`src/rtl/arb_pkg.sv`:
```
// Shared arbitration mode encodings for the arbitrated output mux.
package arb_pkg;
  typedef enum logic {
    ARB_RR    = 1'b0,
    ARB_FIXED = 1'b1
  } arb_mode_e;
endpackage

```
`src/rtl/rr_arbiter.sv`:
```
// Combinational round-robin / fixed-priority arbiter with one-hot and encoded grant.
module rr_arbiter
  import arb_pkg::*;
#(
  parameter int NCH  = 4,
  parameter int SELW = $clog2(NCH)
) (
  input  logic [NCH-1:0]  req,
  input  logic [SELW-1:0] ptr,
  input  logic            mode,
  output logic [NCH-1:0]  gnt,
  output logic [SELW-1:0] gnt_idx
);

  logic [2*NCH-1:0] w_dbl;
  logic [SELW-1:0]  w_start;
  logic             w_found;

  // Scanning the doubled request vector from w_start handles wrap-around
  // without a separate second pass; bits below w_start are masked off.
  always_comb begin
    w_start = (arb_mode_e'(mode) == ARB_FIXED) ? '0 : ptr;
    w_dbl   = {req, req};
    w_found = 1'b0;
    gnt_idx = '0;
    gnt     = '0;
    for (int unsigned i = 0; i < 2 * NCH; i++) begin
      if (!w_found && w_dbl[i] && (i >= 32'(w_start))) begin
        w_found = 1'b1;
        gnt_idx = SELW'(i % NCH);
      end
    end
    if (w_found) gnt[gnt_idx] = 1'b1;
  end

endmodule

```
`src/rtl/arb_mux_nx.sv`:
```
// N-channel arbitrated mux with a one-beat registered output stage and back-pressure.
module arb_mux_nx
  import arb_pkg::*;
#(
  parameter int WIDTH = 32,
  parameter int NCH   = 4,
  parameter int SELW  = $clog2(NCH)
) (
  input  logic                 clk,
  input  logic                 clrn,
  input  logic                 mode,
  input  logic [NCH-1:0]       in_valid,
  input  logic [NCH*WIDTH-1:0] in_data,
  output logic [NCH-1:0]       in_ready,
  output logic                 out_valid,
  output logic [WIDTH-1:0]     out_data,
  output logic [SELW-1:0]      out_sel,
  input  logic                 out_ready
);

  logic [SELW-1:0]  r_ptr;
  logic             r_valid;
  logic [WIDTH-1:0] r_data;
  logic [SELW-1:0]  r_sel;

  logic             w_load;
  logic [NCH-1:0]   w_gnt;
  logic [SELW-1:0]  w_idx;
  logic             w_xfer;
  logic [WIDTH-1:0] w_mux;

  rr_arbiter #(
    .NCH  (NCH),
    .SELW (SELW)
  ) u_arb (
    .req     (in_valid),
    .ptr     (r_ptr),
    .mode    (mode),
    .gnt     (w_gnt),
    .gnt_idx (w_idx)
  );

  assign w_load   = !r_valid || out_ready;
  assign in_ready = w_gnt & {NCH{w_load}};
  assign w_xfer   = |(in_valid & in_ready);

  always_comb begin
    w_mux = '0;
    for (int unsigned i = 0; i < NCH; i++) begin
      w_mux = w_mux | (in_data[i*WIDTH +: WIDTH] & {WIDTH{w_gnt[i]}});
    end
  end

  always_ff @(posedge clk or negedge clrn) begin
    if (!clrn) begin
      r_valid <= 1'b0;
      r_data  <= '0;
      r_sel   <= '0;
      r_ptr   <= '0;
    end else begin
      if (w_xfer) begin
        r_valid <= 1'b1;
        r_data  <= w_mux;
        r_sel   <= w_idx;
        if (arb_mode_e'(mode) == ARB_RR) begin
          r_ptr <= (w_idx == SELW'(NCH - 1)) ? '0 : w_idx + SELW'(1);
        end
      end else if (r_valid && out_ready) begin
        r_valid <= 1'b0;
      end
    end
  end

  assign out_valid = r_valid;
  assign out_data  = r_data;
  assign out_sel   = r_sel;

endmodule

```
`config.mk`:
```
export PLATFORM = sky130hd
export DESIGN_NAME = arb_mux_nx
export DESIGN_NICKNAME = d
export VERILOG_FILES = /design/src/rtl/arb_pkg.sv /design/src/rtl/rr_arbiter.sv /design/src/rtl/arb_mux_nx.sv
export SDC_FILE = /design/constraint.sdc
export NUM_CORES = 1
export LEC_CHECK = 0
export CAP_MARGIN = 20
export CORE_MARGIN = 2
export CORE_UTILIZATION = 38
export CTS_BUF_LIST = sky130_fd_sc_hd__clkbuf_8
export DETAILED_ROUTE_END_ITERATION = 10
export PLACE_DENSITY_LB_ADDON = 0.12
export SLEW_MARGIN = 20
export SYNTH_ARGS = -nofsm -noshare
export SYNTH_HDL_FRONTEND = slang
export SYNTH_SLANG_ARGS = --single-unit
export TNS_END_PERCENT = 100
```
`constraint.sdc`:
```
create_clock -name clk -period 4.8 [get_ports clk]
set_clock_uncertainty 0.1 [all_clocks]
set_input_delay 0.72 -clock clk [delete_from_list [all_inputs] [get_ports clk]]
set_output_delay 0.72 -clock clk [all_outputs]
set_load 0.02 [all_outputs]
```
==> metrics.md, run 1 <==
| Metric | Value |
|---|---|
| Unrepaired setup endpoints after global routing | false |
| Logic pwr share | 62.5% |
| Clk pwr share | 12.1% |
| Reg-to-reg slack, setup | 1.84 ns |
| Initial antenna violation count | 0 |
| Core box area | 5890 um2 |
| Gpl congestion | 0.853 |
| FFs w/ async S/R, synth | 100% |
| Via/cell ratio | 5.80 |
| Final WL | 9260 um |
| Final Hold Fails | 0 |
| R2r worst-path depth | 9 |
| Fillers | 477 |
| Share of cells above drive strength 1 | 6.75% |
| RR Startpoint | r_ptr[0] |
| Synth Net Count | 375 |
| Sequential cell area | 926 um2 |
| DR top layer | met4 |
| Synth area leader | dfrtp_1 |
| Cts hold-fix bufs | 0 |
| Min Hold Slack | 0.400 ns |
| Synth-to-layout area growth | 82.2% |
| Synth warn | 0 |
| Clock Root Buffer | clkbuf_8 |
| EDFF count, synth | 0 |
| P per Cell Area | 519 nW/um2 |
| Slew Limit Fails | 0 |
| Final setup vio count | 0 |
| Maximum root-to-sink buffer count | 2 |
| Syn_area_per_cell | 9.74 um2 |
| Post-Syn Area | 2310 um2 |
| Cts repair resizes | 0 |
| Footprint of the multi-input gates | 1280 um2 |
| Drt wl/cell | 19.5 um |
| Highest net fanout along the worst path | 8 |
| Layout Nets | 538 |
| Worst-margin pin slew | 0.928 ns |
| Initial DRC Count | 128 |
| Flop pwr share | 25.4% |
| Drt drc | 0 |
| Vias | 2753 |
| Ys flop type | dfrtp_1 |
| Largest net degree at the start of global routing | 40 |
| Rows | 28 |
| Num CTS Buffers | 5 |
| MaxCap Viol Count | 0 |
| I/O pin count | 175 |
| Max transition margin | 38.0% |
| Worst vdd ir | 0.314 mV |
| Final worst setup slack | 0.793 ns |
| Setup TNS Final | 0 ns |
| WHS Path Cells | 1 |
| RR Endpoint | out_data[24] |
| H-tree depth | 2 |
| Antenna diodes | 0 |
| Net Switching | 881 uW |
| Met3 wire length | 865 um |
| Initial Util | 39.2% |
| Fmax | 250 MHz |
| Worst Path Required | 3.98 ns |
| Post-route clock period utilization | 83.5% |
| Sequential share of the synthesized area | 40.1% |
| Final ANT Viol Nets | 0 |
| Min cycle time layout | 4.01 ns |
| HPWL Detailed | 6430 um |
| Clk_lat worst skew | 0.29 ns |
| Largest cells by area after synthesis | dfrtp_1 40%, a221o_1 14%, a2bb2oi_1 12%, a21oi_1 7.2%, o21ai_0 5.2% |
| Crit Path Category | input pin to output port |
| Post-synth top area share | 40.1% |
| Register bit count reported by yosys | 37 |
| First-pass GRT wire length | 13500 um |
| Netlist cell types | 38 |
| Startpoint types | input pin |
| Total die area | 6710 um2 |
| Critical path arrival | 3.19 ns |
| Gr usage total | 26.5% |
| Min-delay src | out_sel[1] |
| Setup WS pre-CTS | 0.824 ns |
| CP endpoint kind | output port |
| Status | completed |
| CTS tree | done |
| Synth Instances | 237 |
| Met2 Routed Length | 4470 um |
| Port bufs | 174 |
| Clock Sinks | 37 |
| Hold EP | out_sel[1] |
| Min-Delay Path Class | flip-flop to flip-flop |
| Die Span Y | 81.9 um |
| Leakage | 0.00163 uW |
| Int Pwr | 1300 uW |
| Vias in the first global route | 2641 |
| Setup Buffers After CTS | 0 |
| M1 wire length | 3710 um |
| Drt first pass iters | 4 |
| GRT overflow | 0 |
| Worst-path clk slew | 0.07 ns |
| Switch share | 40.3% |
| Die Width | 81.9 um |
[registers in the layout, indices dropped and copies added, names as in the netlist]
signal     cells
r_ptr          2
out_data      32
out_sel        2
out_valid      1
[how the worst max path moves through the flow]
stage,cells after the start,startpoint,slack [ns],endpoint
after floorplan,9,mode,1.57,in_ready[0]
after global placement,9,mode,0.86,in_ready[0]
after detailed placement,9,mode,0.82,in_ready[0]
after CTS,9,mode,0.81,in_ready[0]
after global routing,9,mode,0.68,in_ready[0]
final,9,mode,0.79,in_ready[0]
[synthesized netlist by cell type (all sizes together) (2+ instances only)]
master / count
a21oi: 34
nor2: 5
and2: 4
buf: 3
o21ai: 35
nand2b: 2
clkbuf: 21
dfrtp: 37
a2bb2oi: 32
a221o: 32
nand3: 2
ha: 2
inv: 5
nor2b: 3
[cells in the final DEF (no fill, tap or decap), drive strengths merged, types with 2 or more instances in the layout]
master / synthesis / routed
nor2: 5 / 5
and2: 4 / 4
ha: 2 / 2
dfrtp: 37 / 37
a221o: 32 / 32
inv: 5 / 5
nand2b: 2 / 2
clkbuf: 21 / 5
a2bb2oi: 32 / 32
nand3: 2 / 2
clkdlybuf4s50: 0 / 173
buf: 3 / 7
a21oi: 34 / 34
o21ai: 35 / 35
nor2b: 3 / 3
[kinds of logic after synthesis]
logic type / Yosys count / synth area share (%)
flops: 37 / 40.1
compound gates: 145 / 47.2
mux: 1 / 0.650
simple gates: 23 / 5.80
buf+inv: 29 / 5.20
fa+ha+maj: 2 / 1.08
[power by group through the flow]
stage	Sequential (uW)	Clock [uW]	Combinational, uW
finish	555	264	1360
global route	576	279	1460
CTS	556	269	1370
detailed placement	559	0	1360
global placement	551	0	1340
floorplan	727	0	602
[metrics by stage]
step,total power (uW),util [%],cell area [um2],std cells
floorplan,1330,-,2310,237
global placement,1890,69.7,4100,468
CTS,2200,71.5,4210,475
detailed placement,1920,69.7,4100,468
global route,2310,71.5,4210,475
finish,2180,71.5,4210,475
[cell type report]
cell class	instances	area share, %
repair buffers	180	42.4
multi-input cells	171	30.5
flip-flops and latches	37	22.0
well taps	75	2.23
clock buffers	5	1.64
clock inverters	2	0.833
inverters	5	0.446
[critical path, stage by stage]
cell	delay (ns)
clkdlybuf4s50_1	0.58
and2b_1	0.25
o221ai_2	0.25
o2bb2ai_2	0.22
inv_2	0.07
ha_1	0.22
nor2b_2	0.16
and2_1	0.18
clkdlybuf4s50_1	0.53
[metal layers]
metal  vias to the layer above  track usage (%)
li1                       1278                -
met1                      1323             31.6
met2                       134             44.5
met3                        18             8.24
met4                         0             10.2
met5                         -                0
Note: power is estimated with default switching activity, not from simulation.
==> inputs of run 2 (changes only) <==
- CORE_UTILIZATION: 38 -> 32
- clock period: 4.8 -> 3.49 ns (I/O delays scaled with it)
==> run 2 against run 1 <==
  * Register-to-register slack lost 1.0 ns
  * Cell area up 2.9%
  * Combinational power grew 40%
  * Non-clock buffer count grew 10
  * Total power is 36% higher
  * Wire length decreased by 0.19%
  * Flip-flop and latch count unchanged
  * Sequential power up 37%
  * Clock power up 14%
  * Critical path type unchanged
  * Critical endpoint is now in_ready[2]
  * Largest cell class unchanged
==> metrics.md, run 2 (synthesis results as in run 1) <==
| Metric | Value |
|---|---|
| Status | completed |
| Min-Delay Path Class | input pin to async pin |
| Final setup vio count | 0 |
| Fin cells | 507 |
| PnR Total Power | 2970 uW |
| P per Cell Area | 687 nW/um2 |
| CP endpoint kind | output port |
| Post-route clock period utilization | 94.0% |
| Die Width | 88.9 um |
| Reg-to-reg slack, setup | 0.82 ns |
| Rows | 30 |
| H-tree depth | 2 |
| Gr usage total | 23.0% |
| Die Span Y | 88.9 um |
| Initial DRC Count | 105 |
| Max reg flops | 32 |
| Unrepaired setup endpoints after global routing | false |
| Crit Path Category | input pin to output port |
| Port bufs | 174 |
| Net Switching | 1220 uW |
| Worst-margin pin slew | 0.876 ns |
| Drt first pass iters | 4 |
| Most frequent cells in the layout | 170 x clkdlybuf4s50_1, 37 x dfrtp_1, 32 x a221o_1, 32 x a21oi_1, 32 x a2bb2oi_1 |
| Gpl congestion | 0.880 |
| DP Cell Count | 498 |
| Setup WS pre-CTS | -0.0103 ns |
| Int Pwr | 1750 uW |
| I/O pin count | 175 |
| CP delay by family, top | buffers and inverters |
| CTS tree | done |
| Slowest stage cell, crit path | clkdlybuf4s50_1 |
| Clock Sinks | 37 |
| MaxCap Viol Count | 0 |
| Vias | 2708 |
| Setup TNS Final | 0 ns |
| Final worst setup slack | 0.209 ns |
| GRT overflow | 0 |
| Max transition margin | 41.6% |
| Synth-to-layout area growth | 87.4% |
| Drt drc | 0 |
| Clk_lat worst skew | 0.29 ns |
| Design area | 4330 um2 |
| Initial Util | 33.6% |
| Antenna diodes | 0 |
| Share of cells above drive strength 1 | 9.73% |
| First-pass GRT wire length | 13900 um |
| DP Area | 4200 um2 |
| Slew Limit Fails | 0 |
| Worst-path clk slew | 0.08 ns |
| Worst Path Required | 2.87 ns |
| Core box area | 6870 um2 |
| Worst vdd ir | 0.358 mV |
| Vias in the first global route | 2743 |
| Logic pwr share | 64.3% |
| Cts hold-fix bufs | 0 |
| Clock Root Buffer | clkbuf_8 |
| Startpoint types | input pin |
| Total die area | 7910 um2 |
| Critical path arrival | 2.66 ns |
| Leakage | 0.00172 uW |
| Via/cell ratio | 5.34 |
| Drt wl/cell | 18.2 um |
| Highest net fanout along the worst path | 5 |
| Layout Nets | 548 |
| Min cycle time layout | 3.28 ns |
| Crit-path cells | clkdlybuf4s50_1 -> buf_4 -> nand4b_1 -> o221ai_2 -> buf_4 -> a221oi_4 -> and2_1 -> clkdlybuf4s50_1 |
| Final Hold Fails | 0 |
| Largest net degree at the start of global routing | 40 |
| Most common cell after layout, fill and taps aside | clkdlybuf4s50_1 |
| Maximum root-to-sink buffer count | 2 |
| CP Buf/Inv Count | 4 |
| Num CTS Buffers | 5 |
| Initial antenna violation count | 0 |
| CP max stage delay | 0.63 ns |
| Final WL | 9240 um |
| Final ANT Viol Nets | 0 |
| Clk pwr share | 10.1% |
| Switch share | 41.1% |
| Flop pwr share | 25.6% |
| HPWL Detailed | 6480 um |
| Fmax | 305 MHz |
## run 2: path summary, 6_finish.rpt
path / start / endpoint / cells past startpoint
worst max register to register: r_ptr[1] / out_data[13] / 9
worst min register to register: out_sel[1] / out_sel[1] / 1
max in group asynchronous: clrn / out_data[20] / 1
worst min-delay path: clrn / out_data[27] / 1
min in group clk: out_sel[1] / out_sel[1] / 1
worst max-delay path: mode / in_ready[2] / 8
## run 2: through the flow
step           utilization (%)  hold slack, ns
6_report                  63.0           0.244
5_1_grt                   63.0           0.312
4_1_cts                   62.4           0.283
3_5_place_dp              61.1           0.379
3_3_place_gp              61.1           0.378
2_1_floorplan                -           0.128
## run 2: cell type report
class / count / area [um2]
Clock buffer: 5 / 68.8
Clock inverter: 3 / 17.5
Fill cell: 614 / 2540
Inverter: 5 / 18.8
Multi-Input combinational cell: 171 / 1310
Sequential cell: 37 / 926
Tap cell: 96 / 120
Timing Repair Buffer: 190 / 1860
## run 2: power groups by stage
stage	Combinational [uW]	Clock, uW	Sequential, uW
2_1_floorplan	827	0	1000
3_3_place_gp	1880	0	761
3_5_place_dp	1910	0	762
4_1_cts	1910	313	761
5_1_grt	2060	333	792
6_report	1910	301	759
## run 2: metal layers
metal	part of all wire [%]	vias to the layer above	global-route usage (%)
met5	0	-	0
met4	1.5	0	6.11
met3	6.9	10	5.45
met2	51	102	40.0
met1	41	1297	28.9
li1	-	1299	-
## run 2: what timing repair did
action / 4_1_cts / 5_1_grt
resized for setup: 1 / 6
endpoints found under the hold margin: 0 / 0
pin swaps: 1 / 1
endpoints found under the setup margin: 1 / 2
setup buffers: 0 / 1
==> inputs of run 3 (changes only) <==
--- a/config.mk
+++ b/config.mk
@@ -8,3 +8,3 @@
 export CAP_MARGIN = 20
-export CORE_MARGIN = 2
+export CORE_MARGIN = 4
 export CORE_UTILIZATION = 32
--- a/constraint.sdc
+++ b/constraint.sdc
@@ -4,2 +4,2 @@
 set_output_delay 0.5235 -clock clk [all_outputs]
-set_load 0.02 [all_outputs]
+set_load 0.005 [all_outputs]
==> run 3 against run 2 <==
  * Total power shrank 8.0%
  * Core utilization down 0.67 points
  * Global-route usage is 1.9 points lower
  * Critical path depth is 1 higher
  * Count of clock-buffer cells in the layout increased by 1
  * Wire length up 1.5%
  * Critical path type unchanged
  * Critical endpoint is now in_ready[0]
  * Largest cell class unchanged
  * Highest routed layer unchanged
==> metrics.md, run 3 (synthesis results as in run 1) <==
| Metric | Value |
|---|---|
| Design area | 4300 um2 |
| Cts hold-fix bufs | 0 |
| I/O pin count | 175 |
| Setup Buffers After CTS | 0 |
| MaxCap Viol Count | 0 |
| Startpoint types | input pin |
| Vias | 2737 |
| Max reg flops | 32 |
| Antenna diodes | 0 |
| Setup TNS Final | 0 ns |
| Fmax | 298 MHz |
| Crit-path cells | clkdlybuf4s50_1 -> buf_4 -> o21ai_1 -> o2bb2ai_4 -> inv_2 -> ha_1 -> nor2b_2 -> and2_1 -> clkdlybuf4s50_1 |
| Core box area | 6910 um2 |
| Reg-to-reg slack, setup | 0.76 ns |
| P per Cell Area | 635 nW/um2 |
| Drt first pass iters | 4 |
| Slew Limit Fails | 0 |
| HPWL Detailed | 6830 um |
| Gpl congestion | 0.785 |
| Unrepaired setup endpoints after global routing | false |
| Min cycle time layout | 3.36 ns |
| Die Span Y | 92.9 um |
| Synth-to-layout area growth | 86.4% |
| Most common cell after layout, fill and taps aside | clkdlybuf4s50_1 |
| Fillers | 622 |
| Port bufs | 174 |
| Most used cell, CP | clkdlybuf4s50_1 |
| Final setup vio count | 0 |
| Share of cells above drive strength 1 | 8.58% |
| Final WL | 9380 um |
| Initial Util | 33.4% |
| Vias in the first global route | 2800 |
| Worst Path Required | 2.87 ns |
| H-tree depth | 2 |
| CTS tree | done |
| Gr usage total | 21.2% |
| Final Hold Fails | 0 |
| Worst-path clk slew | 0.07 ns |
| Drt wl/cell | 18.6 um |
| Status | completed |
| DP Area | 4190 um2 |
| Die Width | 92.9 um |
| Worst vdd ir | 0.268 mV |
| Critical path arrival | 2.74 ns |
| Max transition margin | 37.4% |
| Num CTS Buffers | 5 |
| Slowest stage cell, crit path | clkdlybuf4s50_1 |
| Min-Delay Path Class | input pin to async pin |
| Drt drc | 0 |
| Clock Root Buffer | clkbuf_8 |
| Post-layout util | 62.3% |
| Initial DRC Count | 114 |
| Clk_lat worst skew | 0.29 ns |
| Total die area | 8640 um2 |
| Maximum root-to-sink buffer count | 2 |
| Via/cell ratio | 5.43 |
| Setup WS pre-CTS | 0.0591 ns |
| Layout Nets | 546 |
| First-pass GRT wire length | 14500 um |
| Worst-margin pin slew | 0.937 ns |
| Post-route clock period utilization | 96.3% |
| Rows | 30 |
| Highest net fanout along the worst path | 5 |
| Largest net degree at the start of global routing | 38 |
| Cts repair resizes | 0 |
| Initial antenna violation count | 0 |
| CP max stage delay | 0.46 ns |
| Most frequent cells in the layout | 173 x clkdlybuf4s50_1, 37 x dfrtp_1, 33 x a21oi_1, 32 x a221o_1, 32 x a2bb2oi_1 |
| Clock Sinks | 37 |
| Crit Path Category | input pin to output port |
| Final worst setup slack | 0.129 ns |
| Leakage | 0.00167 uW |
| Final ANT Viol Nets | 0 |
| GRT overflow | 0 |
| CP endpoint kind | output port |
==> run 3: worst max-delay path, delay by kind of cell <==
family                   cells  cell delay, ns
buffers and inverters        4            1.14
AND/OR/NAND/NOR              2            0.33
adder cells (fa/ha/maj)      1            0.21
AO/OA/AOI/OAI                2            0.53
==> run 3: worst paths after layout <==
path                       startpoint           end  depth (start not counted)
setup / recovery                 mode   in_ready[0]                          9
hold / removal                   clrn  out_data[23]                          1
setup reg to reg             r_ptr[1]  out_data[12]                          9
hold reg to reg            out_sel[1]    out_sel[1]                          1
max in group asynchronous        clrn  out_data[11]                          1
min in group clk           out_sel[1]    out_sel[1]                          1
==> run 3: power by group <==
| part | switching (uW) | internal (uW) |
|---|---|---|
| combinational | 687 | 973 |
| clock | 149 | 154 |
| sequential | 131 | 641 |
| total | 967 | 1770 |
==> run 3: metrics by stage <==
step	hold slack, ns	std cells	total power [uW]
floorplan	0.128	237	1590
global placement	0.375	497	2410
detailed placement	0.378	497	2430
CTS	0.274	504	2750
global route	0.315	504	2930
finish	0.240	504	2730
==> run 3: cell type report <==
class | instances | area, um2 | share of cell area (%)
Timing Repair Buffer | 188 | 1840 | 42.8
Multi-Input combinational cell | 171 | 1310 | 30.5
Sequential cell | 37 | 926 | 21.5
Tap cell | 96 | 120 | 2.79
Clock buffer | 6 | 82.6 | 1.92
Inverter | 5 | 18.8 | 0.436
Clock inverter | 1 | 3.75 | 0.0872
==> run 3: per-layer routing <==
| metal | part of all wire [%] | global-route usage, % |
|---|---|---|
| met1 | 42 | 26.9 |
| met3 | 7.0 | 4.39 |
| met2 | 50 | 36.9 |
| met5 | 0 | 0 |
| met4 | 0.99 | 4.52 |
